$ cat src/rtl/seg7_pkg.sv
// seg7_pkg -- shared constants and the nibble-to-glyph decode for the
// multiplexed 7-segment driver.
//   SUBSLOTS     brightness sub-slots per digit slot
//   GLYPH_*      active-high segment patterns, bit order {a,b,c,d,e,f,g,dp}
//   seg7_decode  nibble + hex_mode -> glyph (dp bit always 0)
package seg7_pkg;

  localparam int SUBSLOTS = 32'd16;

  localparam logic [7:0] GLYPH_0     = 8'hFC;
  localparam logic [7:0] GLYPH_1     = 8'h60;
  localparam logic [7:0] GLYPH_2     = 8'hDA;
  localparam logic [7:0] GLYPH_3     = 8'hF2;
  localparam logic [7:0] GLYPH_4     = 8'h66;
  localparam logic [7:0] GLYPH_5     = 8'hB6;
  localparam logic [7:0] GLYPH_6     = 8'hBE;
  localparam logic [7:0] GLYPH_7     = 8'hE0;
  localparam logic [7:0] GLYPH_8     = 8'hFE;
  localparam logic [7:0] GLYPH_9     = 8'hF6;
  localparam logic [7:0] GLYPH_A     = 8'hEE;
  localparam logic [7:0] GLYPH_B     = 8'h3E;
  localparam logic [7:0] GLYPH_C     = 8'h9C;
  localparam logic [7:0] GLYPH_D     = 8'h7A;
  localparam logic [7:0] GLYPH_E     = 8'h9E;
  localparam logic [7:0] GLYPH_F     = 8'h8E;
  localparam logic [7:0] GLYPH_BLANK = 8'h00;

  // Letters only exist in hex mode; an X/Z nibble falls through to blank.
  function automatic logic [7:0] seg7_decode(input logic [3:0] nibble,
                                             input logic       hex_mode);
    logic [7:0] g;
    case (nibble)
      4'h0:    g = GLYPH_0;
      4'h1:    g = GLYPH_1;
      4'h2:    g = GLYPH_2;
      4'h3:    g = GLYPH_3;
      4'h4:    g = GLYPH_4;
      4'h5:    g = GLYPH_5;
      4'h6:    g = GLYPH_6;
      4'h7:    g = GLYPH_7;
      4'h8:    g = GLYPH_8;
      4'h9:    g = GLYPH_9;
      4'hA:    g = hex_mode ? GLYPH_A : GLYPH_BLANK;
      4'hB:    g = hex_mode ? GLYPH_B : GLYPH_BLANK;
      4'hC:    g = hex_mode ? GLYPH_C : GLYPH_BLANK;
      4'hD:    g = hex_mode ? GLYPH_D : GLYPH_BLANK;
      4'hE:    g = hex_mode ? GLYPH_E : GLYPH_BLANK;
      4'hF:    g = hex_mode ? GLYPH_F : GLYPH_BLANK;
      default: g = GLYPH_BLANK;
    endcase
    return g;
  endfunction

endpackage

$ cat src/rtl/seg7_mux_drv_if.sv
// seg7_mux_drv_if -- display-data bundle feeding the 7-segment driver.
//   data        4*NUM_DIGITS nibbles, nibble i -> digit i (digit 0 rightmost)
//   dp          per-digit decimal point
//   hex_mode    1: 0-F glyphs, 0: BCD (A-F blank)
//   lzb_en      leading-zero blanking enable
//   bright      0 (dark) .. 15 (15/16 duty)
//   blink_mask  digits that blink when built with SEG7_BLINK_EN
// Modports: master = display-data logic, slave = driver.
interface seg7_mux_drv_if #(
  parameter int NUM_DIGITS = 8
);
  logic [4*NUM_DIGITS-1:0] data;
  logic [NUM_DIGITS-1:0]   dp;
  logic                    hex_mode;
  logic                    lzb_en;
  logic [3:0]              bright;
  logic [NUM_DIGITS-1:0]   blink_mask;

  modport master (output data, dp, hex_mode, lzb_en, bright, blink_mask);
  modport slave  (input  data, dp, hex_mode, lzb_en, bright, blink_mask);
endinterface

$ cat src/rtl/seg7_glyph_dec.sv
// seg7_glyph_dec -- combinational nibble + dp -> active-high segment pattern.
//   nibble    digit value
//   hex_mode  enables the A-F letters
//   blank     leading-zero blanked: a-g off, dp still shown
//   dp        decimal point for this digit
//   pattern   {a,b,c,d,e,f,g,dp}, active high (polarity handled by the top)
module seg7_glyph_dec
  import seg7_pkg::*;
(
  input  logic [3:0] nibble,
  input  logic       hex_mode,
  input  logic       blank,
  input  logic       dp,
  output logic [7:0] pattern
);

  logic [7:0] glyph_s;

  // Glyph lookup, then splice in the decimal point
  always_comb begin
    glyph_s = seg7_decode(nibble, hex_mode);
    pattern = GLYPH_BLANK;
    if (blank) begin
      pattern = {7'b000_0000, dp};
    end else begin
      pattern = {glyph_s[7:1], dp};
    end
  end

endmodule

$ cat src/rtl/seg7_mux_drv.sv
// seg7_mux_drv -- N-digit multiplexed 7-segment driver with hex/BCD decode,
// leading-zero blanking, per-digit dp, 16-step brightness PWM and a dark
// guard sub-slot at the start of every digit slot. Single clock domain.
//   clk, rst_n   clock, async active-low reset
//   disp         seg7_mux_drv_if.slave display inputs (shadowed per frame)
//   seg          {a,b,c,d,e,f,g,dp} at SEG_ACTIVE_LOW polarity
//   dig          one-hot digit select at DIG_ACTIVE_LOW polarity
//   frame_start  one-cycle pulse on the first cycle of each frame
// Build option: define SEG7_BLINK_EN to add the blink frame counter and the
// blink_mask shadow; otherwise blink_mask is ignored.
module seg7_mux_drv
  import seg7_pkg::*;
#(
  parameter int NUM_DIGITS     = 8,
  parameter int DIGIT_CYCLES   = 5000,
  parameter int SEG_ACTIVE_LOW = 0,
  parameter int DIG_ACTIVE_LOW = 1,
  parameter int BLINK_FRAMES   = 128
) (
  input  logic                  clk,
  input  logic                  rst_n,
  seg7_mux_drv_if.slave         disp,
  output logic [7:0]            seg,
  output logic [NUM_DIGITS-1:0] dig,
  output logic                  frame_start
);

  localparam int SUB_LEN = DIGIT_CYCLES / SUBSLOTS;
  localparam int CW      = $clog2(DIGIT_CYCLES);
  localparam int DW      = $clog2(NUM_DIGITS);

  localparam logic [CW-1:0] SLOT_LAST = CW'(DIGIT_CYCLES - 1);
  localparam logic [CW-1:0] SUB_LAST  = CW'(SUB_LEN - 1);
  localparam logic [DW-1:0] POS_LAST  = DW'(NUM_DIGITS - 1);

  // XOR masks: all-ones for active-low outputs, so "off" is the mask itself.
  localparam logic [7:0] SEG_OFF =
    (SEG_ACTIVE_LOW != 0) ? 8'hFF : 8'h00;
  localparam logic [NUM_DIGITS-1:0] DIG_OFF =
    (DIG_ACTIVE_LOW != 0) ? {NUM_DIGITS{1'b1}} : {NUM_DIGITS{1'b0}};

  // Scan position. pos_r counts up from 0 while the digit index counts down
  // from NUM_DIGITS-1, so the all-zero reset state is the frame boundary.
  logic [CW-1:0] slot_cnt_r;
  logic [CW-1:0] sub_cnt_r;
  logic [3:0]    sub_idx_r;
  logic [DW-1:0] pos_r;

  // Per-frame shadows of the display inputs
  logic [4*NUM_DIGITS-1:0] data_sh_r;
  logic [NUM_DIGITS-1:0]   dp_sh_r;
  logic                    hex_sh_r;
  logic                    lzb_sh_r;
  logic [3:0]              bright_sh_r;

  logic [7:0]            seg_r;
  logic [NUM_DIGITS-1:0] dig_r;
  logic                  frame_start_r;

  logic                  boundary_s;
  logic                  frame_last_s;
  logic [DW-1:0]         dig_idx_s;
  logic [3:0]            cur_nib_s;
  logic                  cur_dp_s;
  logic                  cur_blank_s;
  logic [NUM_DIGITS-1:0] blank_s;
  logic                  zero_run_s;
  logic [7:0]            glyph_s;
  logic [NUM_DIGITS-1:0] dig_onehot_s;
  logic                  blink_dark_s;
  logic                  lit_s;

  assign boundary_s   = (pos_r == {DW{1'b0}}) && (slot_cnt_r == {CW{1'b0}});
  assign frame_last_s = (pos_r == POS_LAST) && (slot_cnt_r == SLOT_LAST);
  assign dig_idx_s    = POS_LAST - pos_r;
  assign cur_nib_s    = data_sh_r[{dig_idx_s, 2'b00} +: 4];
  assign cur_dp_s     = dp_sh_r[dig_idx_s];
  assign cur_blank_s  = blank_s[dig_idx_s];
  assign dig_onehot_s = {{(NUM_DIGITS-1){1'b0}}, 1'b1} << dig_idx_s;

  // Slot / sub-slot / digit scan counters. The last sub-slot absorbs any
  // remainder when DIGIT_CYCLES is not an exact multiple of SUBSLOTS.
  always_ff @(posedge clk or negedge rst_n) begin
    if (!rst_n) begin
      slot_cnt_r <= {CW{1'b0}};
      sub_cnt_r  <= {CW{1'b0}};
      sub_idx_r  <= 4'd0;
      pos_r      <= {DW{1'b0}};
    end else if (slot_cnt_r == SLOT_LAST) begin
      slot_cnt_r <= {CW{1'b0}};
      sub_cnt_r  <= {CW{1'b0}};
      sub_idx_r  <= 4'd0;
      pos_r      <= (pos_r == POS_LAST) ? {DW{1'b0}} : pos_r + 1'b1;
    end else begin
      slot_cnt_r <= slot_cnt_r + 1'b1;
      if ((sub_cnt_r == SUB_LAST) && (sub_idx_r != 4'd15)) begin
        sub_cnt_r <= {CW{1'b0}};
        sub_idx_r <= sub_idx_r + 4'd1;
      end else begin
        sub_cnt_r <= sub_cnt_r + 1'b1;
      end
    end
  end

  // Input capture and strobe at the frame boundary
  always_ff @(posedge clk or negedge rst_n) begin
    if (!rst_n) begin
      data_sh_r     <= {(4*NUM_DIGITS){1'b0}};
      dp_sh_r       <= {NUM_DIGITS{1'b0}};
      hex_sh_r      <= 1'b0;
      lzb_sh_r      <= 1'b0;
      bright_sh_r   <= 4'd0;
      frame_start_r <= 1'b0;
    end else begin
      frame_start_r <= boundary_s;
      if (boundary_s) begin
        data_sh_r   <= disp.data;
        dp_sh_r     <= disp.dp;
        hex_sh_r    <= disp.hex_mode;
        lzb_sh_r    <= disp.lzb_en;
        bright_sh_r <= disp.bright;
      end else begin
        data_sh_r   <= data_sh_r;
        dp_sh_r     <= dp_sh_r;
        hex_sh_r    <= hex_sh_r;
        lzb_sh_r    <= lzb_sh_r;
        bright_sh_r <= bright_sh_r;
      end
    end
  end

  // Leading-zero blanking: a digit blanks while every digit from the top
  // down to it is a zero nibble without dp. Digit 0 never blanks.
  always_comb begin
    blank_s    = {NUM_DIGITS{1'b0}};
    zero_run_s = lzb_sh_r;
    for (int i = NUM_DIGITS - 1; i >= 1; i--) begin
      zero_run_s = zero_run_s & (data_sh_r[4*i +: 4] == 4'h0) & ~dp_sh_r[i];
      blank_s[i] = zero_run_s;
    end
  end

  seg7_glyph_dec u_glyph (
    .nibble   (cur_nib_s),
    .hex_mode (hex_sh_r),
    .blank    (cur_blank_s),
    .dp       (cur_dp_s),
    .pattern  (glyph_s)
  );

`ifdef SEG7_BLINK_EN
  localparam int FW = (BLINK_FRAMES > 1) ? $clog2(BLINK_FRAMES) : 1;
  localparam logic [FW-1:0] FRAME_CNT_LAST = FW'(BLINK_FRAMES - 1);

  logic [NUM_DIGITS-1:0] blink_sh_r;
  logic [FW-1:0]         frame_cnt_r;
  logic                  blink_phase_r;

  // Blink phase flips after every BLINK_FRAMES completed frames
  always_ff @(posedge clk or negedge rst_n) begin
    if (!rst_n) begin
      blink_sh_r    <= {NUM_DIGITS{1'b0}};
      frame_cnt_r   <= {FW{1'b0}};
      blink_phase_r <= 1'b0;
    end else begin
      blink_sh_r <= boundary_s ? disp.blink_mask : blink_sh_r;
      if (frame_last_s && (frame_cnt_r == FRAME_CNT_LAST)) begin
        frame_cnt_r   <= {FW{1'b0}};
        blink_phase_r <= ~blink_phase_r;
      end else if (frame_last_s) begin
        frame_cnt_r   <= frame_cnt_r + 1'b1;
        blink_phase_r <= blink_phase_r;
      end else begin
        frame_cnt_r   <= frame_cnt_r;
        blink_phase_r <= blink_phase_r;
      end
    end
  end

  assign blink_dark_s = blink_phase_r & blink_sh_r[dig_idx_s];
`else
  logic unused_blink_s;
  assign unused_blink_s = ^{disp.blink_mask, frame_last_s, BLINK_FRAMES[0]};
  assign blink_dark_s   = 1'b0;
`endif

  // Sub-slot 0 is the ghost guard; sub-slots 1..bright are lit.
  assign lit_s = (sub_idx_r != 4'd0) && (sub_idx_r <= bright_sh_r) &&
                 !cur_blank_s && !blink_dark_s;

  // Pin registers: pattern and digit select update on the same edge
  always_ff @(posedge clk or negedge rst_n) begin
    if (!rst_n) begin
      seg_r <= SEG_OFF;
      dig_r <= DIG_OFF;
    end else if (lit_s) begin
      seg_r <= glyph_s ^ SEG_OFF;
      dig_r <= dig_onehot_s ^ DIG_OFF;
    end else begin
      seg_r <= SEG_OFF;
      dig_r <= DIG_OFF;
    end
  end

  assign seg         = seg_r;
  assign dig         = dig_r;
  assign frame_start = frame_start_r;

endmodule
$ cat src/flat_wrapper.sv
// flat-port wrapper written by rule: the top's interface ports become plain ports
module seg7_mux_drv_flat import seg7_pkg::*;
#(
  parameter int NUM_DIGITS     = 8,
  parameter int DIGIT_CYCLES   = 5000,
  parameter int SEG_ACTIVE_LOW = 0,
  parameter int DIG_ACTIVE_LOW = 1,
  parameter int BLINK_FRAMES   = 128
)
  (clk, rst_n, seg, dig, frame_start, disp_data, disp_dp, disp_hex_mode, disp_lzb_en, disp_bright, disp_blink_mask);
  seg7_mux_drv_if #(.NUM_DIGITS(NUM_DIGITS)) disp_i ();
  input  logic clk;
  input  logic rst_n;
  output logic [7:0] seg;
  output logic [NUM_DIGITS-1:0] dig;
  output logic frame_start;
  input wire logic [$bits(disp_i.data)-1:0] disp_data;
  input wire logic [$bits(disp_i.dp)-1:0] disp_dp;
  input wire logic [$bits(disp_i.hex_mode)-1:0] disp_hex_mode;
  input wire logic [$bits(disp_i.lzb_en)-1:0] disp_lzb_en;
  input wire logic [$bits(disp_i.bright)-1:0] disp_bright;
  input wire logic [$bits(disp_i.blink_mask)-1:0] disp_blink_mask;
  assign disp_i.data = disp_data;
  assign disp_i.dp = disp_dp;
  assign disp_i.hex_mode = disp_hex_mode;
  assign disp_i.lzb_en = disp_lzb_en;
  assign disp_i.bright = disp_bright;
  assign disp_i.blink_mask = disp_blink_mask;
  seg7_mux_drv #(.NUM_DIGITS(NUM_DIGITS), .DIGIT_CYCLES(DIGIT_CYCLES), .SEG_ACTIVE_LOW(SEG_ACTIVE_LOW), .DIG_ACTIVE_LOW(DIG_ACTIVE_LOW), .BLINK_FRAMES(BLINK_FRAMES)) u_core (.clk(clk), .rst_n(rst_n), .disp(disp_i), .seg(seg), .dig(dig), .frame_start(frame_start));
endmodule
$ cat config.mk
export PLATFORM = sky130hd
export DESIGN_NAME = seg7_mux_drv_flat
export DESIGN_NICKNAME = d
export VERILOG_FILES = /design/src/rtl/seg7_pkg.sv /design/src/rtl/seg7_mux_drv_if.sv /design/src/rtl/seg7_glyph_dec.sv /design/src/rtl/seg7_mux_drv.sv /design/src/flat_wrapper.sv
export SDC_FILE = /design/constraint.sdc
export NUM_CORES = 1
export LEC_CHECK = 0
export BUFFER_PORTS_ARGS = -buffer_cell sky130_fd_sc_hd__buf_2
export CELL_PAD_IN_SITES_DETAIL_PLACEMENT = 0
export CELL_PAD_IN_SITES_GLOBAL_PLACEMENT = 2
export CORE_ASPECT_RATIO = 1.4
export CORE_MARGIN = 2
export CORE_UTILIZATION = 38
export DETAILED_ROUTE_END_ITERATION = 12
export PLACE_DENSITY_LB_ADDON = 0.05
export SYNTH_ARGS = -nofsm -noshare
export SYNTH_HDL_FRONTEND = slang
export SYNTH_SLANG_ARGS = --single-unit
$ cat constraint.sdc
create_clock -name clk -period 3.7 [get_ports clk]
set_input_delay 0.74 -clock clk [delete_from_list [all_inputs] [get_ports clk]]
set_output_delay 0.74 -clock clk [all_outputs]
set_load 0.01 [all_outputs]
* Word level (Yosys, flattened, before mapping)
Index checks and enable logic that the tools add are counted.
** Storage, ports and cells
- Register bits after elaboration :: 96
- Input port bits :: 56
- Output and inout bits :: 17
- Logic and storage cells :: 99
** Cells by class
- $add $sub $neg :: 5
- Order comparisons :: 2
- Equal/unequal tests :: 19
- Shift operators :: 2
- Mux-type cells :: 20
- Bitwise operators :: 22
- Reductions and logical operators :: 17
** Operators by type and width (count)
- 8-bit case mux with 16 select lines :: 1
- 8-bit 2-to-1 mux :: 7
- 13-bit 2-to-1 mux :: 3
- 4-bit equality test, second input constant :: 8
- 4-bit logical NOT :: 8
- 32-bit by 6-bit indexed part select with 4-bit output :: 1
- 13-bit by 1-bit adder with 13-bit output, second input constant :: 2
- 4-bit by 3-bit equality test with 1-bit output, second input constant :: 4
- 1-bit bitwise AND :: 14
- 13-bit equality test, second input constant :: 1
- 13-bit by 9-bit equality test with 1-bit output, second input constant :: 1
- 13-bit logical NOT :: 1
- 4-bit by 2-bit equality test with 1-bit output, second input constant :: 2
- 4-bit 2-to-1 mux :: 2
- 8-bit NOT :: 1
- 1-bit by 3-bit left shift with 8-bit output, first input constant :: 1
- 7-bit 2-to-1 mux :: 1
- 1-bit NOT :: 7
- 1-bit binary-select mux with 3-bit select :: 2
- 6-bit 2-to-1 mux :: 1
- 4-bit by 1-bit adder with 4-bit output, second input constant :: 1
- 4-bit by 1-bit equality test with 1-bit output, second input constant :: 1
- 4-bit less-or-equal comparator :: 1
- 1-bit logical AND :: 4
- other kinds (11) :: 12

* Depth between registers and ports, before layout
Gate-level depths: netlist (run 1).
- Depth after elaboration :: 20
- Gate-level depth with buffers :: 11

* Modules after synthesis
Synthesis (run 1) repeated with hierarchy kept, for this count alone.
** Second synthesis, totals
- Cells, all modules :: 423
- Area total of the unflattened synthesis :: 4872.2 um^2
** By module, submodules not included
- seg7_mux_drv :: instances 1, cells each 377, area an instance 4546.9 um^2
- seg7_glyph_dec :: instances 1, cells each 46, area an instance 325.3 um^2

* Least setup slack after synthesis (run 1)
OpenSTA, ideal clock, no wires.
- Kind :: register to register
- Start point :: register u_core.pos_r[0]
- End point :: register u_core.seg_r[4], in the netlist u_core.seg[4]
- Setup time :: 134 ps
- Arrival :: 1807 ps
- Required time :: 3566 ps
- Slack :: 1758 ps
- Stages on the path, launching flop included :: 8
- Path buffers :: 1
- Period minus slack after synthesis :: 1942 ps
- Cells stage by stage :: dfrtp_1 > buf_6 > mux4_2 > mux2_2 > and2b_1 > nand2_1 > a21oi_1 > nor4_2
** Between the ends
- Longest elaborated chain between the ends :: 6
** Ends and longest elaborated chain
- from (decl) :: line seg7_mux_drv.sv:47 : logic [DW-1:0] pos_r;
- from (signal assigned) :: line seg7_mux_drv.sv:88 : pos_r <= {DW{1'b0}};
- from (signal assigned) :: line seg7_mux_drv.sv:93 : pos_r <= (pos_r == POS_LAST) ? {DW{1'b0}} : pos_r + 1'b1;
- 3-bit subtractor * :: line seg7_mux_drv.sv:75 : assign dig_idx_s = POS_LAST - pos_r;
- 32-bit by 6-bit indexed part select with 4-bit output or 1-bit binary-select mux with 3-bit select (tied branches) :: line seg7_mux_drv.sv:76, seg7_mux_drv.sv:78
- 4-bit equality test, or another cell as far along :: line seg7_pkg.sv:32 : case (nibble)
- 8-bit case mux with 16 select lines or 1-bit logical NOT (tied branches) :: line seg7_pkg.sv:32, seg7_mux_drv.sv:189
- 8-bit 2-to-1 mux or 1-bit logical AND (tied branches) :: line seg7_glyph_dec.sv:23, seg7_mux_drv.sv:188
- 8-bit 2-to-1 mux * :: line seg7_mux_drv.sv:196 : end else if (lit_s) begin
- to (signal assigned) :: line seg7_mux_drv.sv:197 : seg_r <= glyph_s ^ SEG_OFF;
- to (decl) :: line seg7_mux_drv.sv:56 : logic [7:0] seg_r;
Mark *: on every way between the ends. The rest lies on a longest branch, timed or not. The select of a mux whose other input is x is not followed.
A chain may end at the register's enable or synchronous reset.

* Worst setup path in the final report (run 1)
Same ends and word-level chain as after synthesis.

==> impl_metrics.yaml, run 1 <==
run_status:
  status: "finished, final reports clean"
drt:
  final_antenna_net_count: 0
  vias: 3451
  viasPerCell: 4.97
  top_layer_used: "met4"
  wl_met2_um: 5810
  wirelength_met1_um: 4460
  first_pass_iters: 4
  wl_met3_um: 257
  routedWlPerCell_um: 15.4
  drt-total-wl_um: 10700
  drc: 0
  first_iter_violations: 102
sta:
  tns_ps: 0
  relSlewSlack: 0.439
  hold_viol_final: 0
  setup-violations-final: 0
  setup_ws_ps: 1260
  worst_clock_skew_ps: 5.14
  fmax_mhz: 410
  rsz0062_at_grt: "false"
  min_period_over_period: 0.659
  fin_crit_ps: 2440
  slew_viol_final: 0
  tightestPinTransition_ps: 842
clocking:
  post_cts_buffers: 0
  ctsResizeCount: 0
  root_buffer: "clkbuf_16"
  h-tree-depth: 3
  clk_pin_slew_worst_paths_ps: 60
  clock_latency_ps: 340
  clock_sinks: 96
  cts_buffers: 9
  clock_path_buffers: 2
  cts_tree: "yes"
  cts_hold_buf: 0
logic_synthesis:
  synthCells: 478
  yosysWarningCount: 0
  synth_ff_type: "dfrtp_1"
  async_flop_share: 1.00
  synthDistinctLibCells: 46
  synth_nets: 549
  syn_area_mm2: 0.00461
  ys_ff_latch: 96
  synth_edf_count: 0
  avgSynthCellArea_um2: 9.64
  ys_seq_area_frac: 0.523
cells_and_area:
  multiInputGateArea_mm2: 0.00203
  postLayoutCoreUtil: 0.454
  final_nets: 614
  seqCellArea_mm2: 0.00241
  drive_gt1_frac: 0.208
  fill_cells: 1179
  diodes: 0
  area_delta_synth_final_pct: 16.5
  final_cell_count_no_fill: 695
setup_path:
  reg2reg_from: "u_core.pos_r[0]"
  start_kind: "register"
  path_buf_inv: 1
  crit_arrival_ps: 2640
  max_stage_delay_ps: 600
  crit_path_max_fanout: 10
  end_kind: "register"
  critPathKind: "reg -> reg"
  cp.required_ps: 3910
  worst_path_dominant_cell_family: "multiplexers"
  rrSetupSlack_ps: 1260
  slowest_stage: "dfrtp_1"
  cp_cell_sequence: "buf_4 -> mux4_2 -> mux2_2 -> and2b_1 -> nand2_1 -> a21oi_1 -> nor4_2"
  rr_endpoint: "u_core.seg[4]"
  worstRegToRegCells: 7
floorplanning:
  die_w_um: 97.1
  ioPinCount: 73
  fp.coreArea_mm2: 0.0118
  die_area_mm2: 0.0130
  core.rowCount: 47
  start_util: 0.390
  die_h_um: 134
global_routing:
  antenna_found_initial: 0
  grt_pass1_wl_um: 17600
  grt_pass1_vias: 3532
  grt_max_degree: 55
  grt-ovfl-total: 0
  grt_usage: 0.170
power_and_ir_drop:
  power_density_mw_per_mm2: 399
  internal_power_mw: 1.67
  p_sw_frac: 0.220
  pwr-share-comb: 0.053
  power_mw: 2.14
  switchingPower_uw: 472
  power_frac_seq: 0.512
  peakVddDrop_mv: 0.252
  cellLeakagePower_nw: 2.57
  p_clk_frac: 0.435
placed_design:
  hpwl_um: 7620
  globalplace.congestion: 0.814
  pre_cts_ws_ps: 1230
  dp.cells: 679
  numPortBuffers: 64
job:
  drv_cap: 0
hold_path:
  min_path_type: "in -> async"
==> placed cells by master (no fill, tap or decap), types with 5 or more instances in the layout <==
master	count
buf_2	63
nor4_1	5
nand2_1	156
a32oi_1	5
xor2_1	15
inv_1	13
buf_4	8
mux4_2	10
a21oi_1	10
o21ai_1	9
nor2_1	40
nand3_1	19
clkbuf_16	9
or4_1	5
nand4_1	8
dfrtp_1	88
dfstp_2	8
inv_2	5
o21ai_0	6
xnor2_1	9
ha_1	15
==> how the worst max path moves through the flow <==
stage               startpoint                   end  slack (ps)  depth (start not counted)
6_report       u_core.pos_r[0]         u_core.seg[4]        1260                          7
4_1_cts        u_core.pos_r[1]  u_core.data_sh_r[28]        1210                          8
5_1_grt        u_core.pos_r[1]     u_core.dp_sh_r[5]        1060                          8
3_3_place_gp   u_core.pos_r[1]     u_core.dp_sh_r[5]        1260                          8
3_5_place_dp   u_core.pos_r[1]  u_core.data_sh_r[28]        1230                          8
2_1_floorplan  u_core.pos_r[0]         u_core.seg[4]        1760                          7
==> final cells by class <==
class | count | area share
Timing Repair Buffer | 71 | 0.0699
Clock inverter | 2 | 0.00723
Inverter | 18 | 0.0126
Multi-Input combinational cell | 347 | 0.379
Tap cell | 147 | 0.0343
Clock buffer | 14 | 0.0473
Sequential cell | 96 | 0.450
==> cells by family (layout without fill, tap and decap cells) <==
| group | Yosys count | in the layout | share of synthesized area |
|---|---|---|---|
| adders and majority gates | 15 | 15 | 0.0407 |
| AOI/OAI and AO/OA | 41 | 41 | 0.0546 |
| and+or+nand+nor | 252 | 252 | 0.235 |
| buffers and inverters | 35 | 105 | 0.0350 |
| muxes | 15 | 15 | 0.0654 |
| xor gates and xnor gates | 24 | 24 | 0.0456 |
| DFF | 96 | 96 | 0.523 |
==> routing by layer <==
layer  up-vias  global-route usage
met1      1657               0.202
met2        52               0.316
met5         -                   0
li1       1732                   -
met3        10              0.0245
met4         0              0.0532
==> state kept, by name (all words and copies together) (netlist names) <==
register / cells
u_core.bright_sh_r: 4
u_core.hex_sh_r: 1
u_core.frame_start: 1
u_core.data_sh_r: 32
u_core.slot_cnt_r: 13
u_core.sub_cnt_r: 13
u_core.seg: 8
u_core.sub_idx_r: 4
u_core.pos_r: 3
u_core.lzb_sh_r: 1
u_core.dig: 8
u_core.dp_sh_r: 8
==> through the flow <==
step	hold WS, ps	instance area (um2)
after global placement	461	5070
after detailed placement	465	5070
after global routing	501	5370
after CTS	477	5370
final	428	5370
after floorplan	440	4610
==> cells in the mapped netlist, types with 8 or more instances <==
cell type  instances  area share
nand2_1          156        0.13
ha_1              15       0.041
xnor2_1            9       0.017
xor2_1            15       0.029
dfstp_2            8       0.046
clkbuf_1           8      0.0065
nand4_1            8       0.011
nand3_1           19       0.021
dfrtp_1           88        0.48
mux4_2            10       0.049
o21ai_1            9      0.0098
nor2_1            40       0.033
a21oi_1           10       0.011
inv_1             13       0.011
==> power by group through the flow <==
stage	sequential, mW	clock [mW]	combinational (mW)
4_1_cts	1.10	0.961	0.118
2_1_floorplan	1.11	0	0.0575
3_5_place_dp	1.12	0	0.117
3_3_place_gp	1.12	0	0.114
6_report	1.10	0.932	0.114
5_1_grt	1.10	1.01	0.132
==> worst register-to-register path: stages, from the launching register on <==
cell,delay [ps]
dfrtp_1,600
buf_4,290
mux4_2,520
mux2_2,360
and2b_1,260
nand2_1,60
a21oi_1,160
nor4_2,60
Note: power is estimated with default switching activity, not from simulation.
==> inputs of run 2 (changes only) <==
Settings changed: CORE_UTILIZATION 38 to 35.
Clock period 3.7 ns to 2.3 ns, I/O delays scaled along.
==> impl_metrics.yaml, run 2 (synthesis results as in run 1) <==
clocking:
  h-tree-depth: 3
  cts_hold_buf: 0
  clock_sinks: 96
  clock_path_buffers: 2
  clk_pin_slew_worst_paths_ps: 70
  root_buffer: "clkbuf_16"
  clock_latency_ps: 340
  cts_tree: "yes"
  cts_buffers: 9
setup_path:
  max_stage_delay_ps: 540
  slowest_stage: "mux4_2"
  crit_path_max_fanout: 18
  crit_arrival_ps: 2330
  cp.required_ps: 2510
  end_kind: "register"
  worst_path_dominant_cell_family: "multiplexers"
  start_kind: "register"
  cp_cell_sequence: "buf_12 -> mux4_2 -> mux2_2 -> and2b_1 -> nand2_1 -> a21oi_1 -> nor4_2"
  critPathKind: "reg -> reg"
  path_buf_inv: 1
cells_and_area:
  regMostFlops: "u_core.data_sh_r"
  area_delta_synth_final_pct: 19.3
  multiInputGateArea_mm2: 0.00204
  final_cell_count_no_fill: 707
  final_nets: 620
  reg_top3: "u_core.data_sh_r x32, u_core.slot_cnt_r x13, u_core.sub_cnt_r x13"
  fill_cells: 1342
  most-common-layout-cells: "156 x nand2_1, 88 x dfrtp_1, 63 x buf_2, 40 x nor2_1, 19 x nand3_1"
  final_common_cell: "nand2_1"
  diodes: 0
  drive_gt1_frac: 0.226
  seqCellArea_mm2: 0.00241
  largest_reg_flops: 32
sta:
  fin_crit_ps: 2120
  slew_viol_final: 0
  tns_ps: 0
  setup-violations-final: 0
  worst_clock_skew_ps: 7.61
  relSlewSlack: 0.650
  whs_ps: 150
  rsz0062_at_grt: "false"
  setup_ws_ps: 178
  tightestPinTransition_ps: 525
  fmax_mhz: 471
  min_period_over_period: 0.923
  hold_viol_final: 0
floorplanning:
  fp.coreArea_mm2: 0.0129
  core.rowCount: 49
  ioPinCount: 73
  die_area_mm2: 0.0141
  die_w_um: 101
  die_h_um: 140
  start_util: 0.358
hold_path:
  min_path_type: "in -> async"
global_routing:
  grt_pass1_vias: 3602
  antenna_found_initial: 0
  grt_usage: 0.164
  grt_pass1_wl_um: 18000
  grt_max_degree: 97
  grt-ovfl-total: 0
power_and_ir_drop:
  peakVddDrop_mv: 0.298
  power_density_mw_per_mm2: 640
  power_mw: 3.52
  cellLeakagePower_nw: 2.63
placed_design:
  hpwl_um: 7560
  numPortBuffers: 64
  dp.cells: 691
  pre_cts_ws_ps: 108
  globalplace.congestion: 0.779
drt:
  drt-total-wl_um: 10500
  routedWlPerCell_um: 14.8
  vias: 3421
  viasPerCell: 4.84
  first_iter_violations: 85
  final_antenna_net_count: 0
  first_pass_iters: 4
  drc: 0
job:
  drv_cap: 0
run_status:
  status: "finished, final reports clean"
## run 2: cell types whose count changed in the layout (fill, tap and decap cells not counted), sizes merged
cell and delta:
clkinv +1, buf +6, clkinvlp +1, clkbuf -2
## run 2: cell type report
class / count / area share
flip-flops and latches: 96 / 0.439
inverters: 18 / 0.0123
clock inverters: 4 / 0.00933
multi-input cells: 347 / 0.371
repair buffers: 77 / 0.0856
well taps: 153 / 0.0348
clock buffers: 12 / 0.0485
## run 2: repair_timing
action	4_1_cts	5_1_grt
gates resized for setup	0	1
setup buffers	0	0
endpoints found under the setup margin	0	1
## run 2: stage by stage
stage | area [um2] | utilization
CTS | 5490 | 0.427
global placement | 5180 | 0.402
global route | 5500 | 0.427
floorplan | 4610 | -
detailed placement | 5180 | 0.402
finish | 5500 | 0.427
## run 2: power breakdown
group          leakage, nW  switching (mW)  total, mW  internal (mW)
sequential            1.18          0.0345       1.76           1.73
combinational         1.30           0.102      0.186         0.0840
clock                0.155           0.637       1.57          0.932
total                 2.63           0.773       3.52           2.75
## run 2: worst paths after layout
kind / startpoint / endpoint / slack, ps / depth (start not counted)
min reg2reg: u_core.data_sh_r[0] / u_core.data_sh_r[0] / 480 / 2
max in group asynchronous: rst_n / u_core.pos_r[2] / 1730 / 2
max: u_core.pos_r[0] / u_core.seg[4] / 180 / 7
max reg2reg: u_core.pos_r[0] / u_core.seg[4] / 180 / 7
min in group clk: disp_data[29] / u_core.data_sh_r[29] / 300 / 3
min: rst_n / u_core.slot_cnt_r[4] / 150 / 2
## run 2: per-layer routing
layer | up-vias | GRT usage | wire (um)
li1 | 1738 | - | -
met1 | 1628 | 0.203 | 4600
met2 | 42 | 0.281 | 5420
met3 | 13 | 0.0337 | 258
met4 | 0 | 0.0548 | 189
met5 | - | 0 | 0
==> inputs of run 3 (changes only) <==
Settings changed: PLACE_DENSITY_LB_ADDON 0.05 to 0.1.
==> impl_metrics.yaml, run 3 (synthesis results as in run 1) <==
clocking:
  h-tree-depth: 3
  cts_buffers: 9
  cts_tree: "yes"
  clock_sinks: 96
  clock_latency_ps: 350
  root_buffer: "clkbuf_16"
  cts_hold_buf: 0
  clk_pin_slew_worst_paths_ps: 80
  clock_path_buffers: 2
power_and_ir_drop:
  power_density_mw_per_mm2: 632
  cellLeakagePower_nw: 2.61
  power_mw: 3.44
  peakVddDrop_mv: 0.309
sta:
  setup-violations-final: 0
  tns_ps: 0
  slew_viol_final: 0
  hold_viol_final: 0
  fmax_mhz: 463
  min_period_over_period: 0.938
  rsz0062_at_grt: "false"
  fin_crit_ps: 2160
  whs_ps: 39.6
  relSlewSlack: 0.686
  worst_clock_skew_ps: 13.5
  tightestPinTransition_ps: 471
setup_path:
  crit_arrival_ps: 2370
  start_kind: "register"
  reg2reg_from: "u_core.pos_r[0]"
  crit_start: "u_core.pos_r[0]"
  crit_path_max_fanout: 18
  critPathKind: "reg -> reg"
  cp.required_ps: 2510
  worstRegToRegCells: 7
  end_kind: "register"
cells_and_area:
  diodes: 0
  fill_cells: 1324
  reg_top3: "u_core.data_sh_r x32, u_core.slot_cnt_r x13, u_core.sub_cnt_r x13"
  final_nets: 617
  final_common_cell: "nand2_1"
  largest_reg_flops: 32
  drive_gt1_frac: 0.220
  regMostFlops: "u_core.data_sh_r"
  final_area_mm2: 0.00544
  area_delta_synth_final_pct: 18.1
  most-common-layout-cells: "156 x nand2_1, 88 x dfrtp_1, 63 x buf_2, 40 x nor2_1, 19 x nand3_1"
  final_cell_count_no_fill: 704
floorplanning:
  die_w_um: 101
  fp.coreArea_mm2: 0.0129
  start_util: 0.358
  die_h_um: 140
  die_area_mm2: 0.0141
  ioPinCount: 73
  core.rowCount: 49
drt:
  first_pass_iters: 4
  first_iter_violations: 184
  drc: 0
  routedWlPerCell_um: 15.1
  final_antenna_net_count: 0
  drt-total-wl_um: 10700
  vias: 3473
  viasPerCell: 4.93
placed_design:
  globalplace.congestion: 0.801
  hpwl_um: 7840
  numPortBuffers: 64
  dp.cells: 688
  dpl_cell_area_mm2: 0.00514
global_routing:
  grt_max_degree: 67
  grt-ovfl-total: 0
  grt_usage: 0.161
  antenna_found_initial: 0
  grt_pass1_wl_um: 17800
  grt_pass1_vias: 3569
hold_path:
  min_path_type: "in -> async"
job:
  drv_cap: 0
run_status:
  status: "finished, final reports clean"
run 3: cell types whose count changed in the layout (fill, tap and decap cells not counted), sizes merged:
cell      delta
buf          -3
inv          +6
clkbuf       -3
bufinv       -1
clkinvlp     -1
clkinv       -1
run 3: stage by stage:
stage	setup WS [ps]	utilization
CTS	125	0.422
global placement	183	0.399
finish	142	0.423
global route	14.6	0.423
detailed placement	154	0.399
floorplan	358	-
run 3: worst max-delay path, stage by stage (launching register included):
cell and delay [ps]:
dfrtp_1 380, buf_12 180, mux4_2 540, mux2_2 360, and2b_1 260, nand2_1 60, a21oi_1 180, nor4_2 50
run 3: power breakdown:
group,switching [mW],internal (mW)
clock network,0.719,0.770
registers,0.0352,1.73
logic,0.102,0.0815
total,0.856,2.58
run 3: cell type report:
class | count | area (um2) | share of cell area
clock buffer | 9 | 225 | 0.0414
clock inverter | 7 | 71.3 | 0.0131
inverter | 18 | 70.1 | 0.0129
multi-input combinational | 347 | 2030 | 0.374
sequential | 96 | 2410 | 0.443
tap | 153 | 191 | 0.0352
timing repair buffer | 74 | 435 | 0.0800
run 3: timing repair:
item	in CTS	in global routing
gates resized for setup	0	1
setup buffers	0	0
endpoints found under the setup margin	0	13
run 3: routing by layer:
metal	global-route usage	part of all wire
met1	0.199	0.43
met2	0.280	0.52
met3	0.0291	0.027
met4	0.0576	0.021
met5	0	0
run 3: path summary, 6_finish.rpt:
| kind | end | slack [ps] |
|---|---|---|
| hold reg to reg | u_core.slot_cnt_r[0] | 480 |
| setup / recovery | u_core.seg[4] | 140 |
| setup reg to reg | u_core.seg[4] | 140 |
| hold / removal | u_core.slot_cnt_r[2] | 40 |
| max in group asynchronous | u_core.hex_sh_r | 1550 |
| min in group clk | u_core.data_sh_r[16] | 300 |
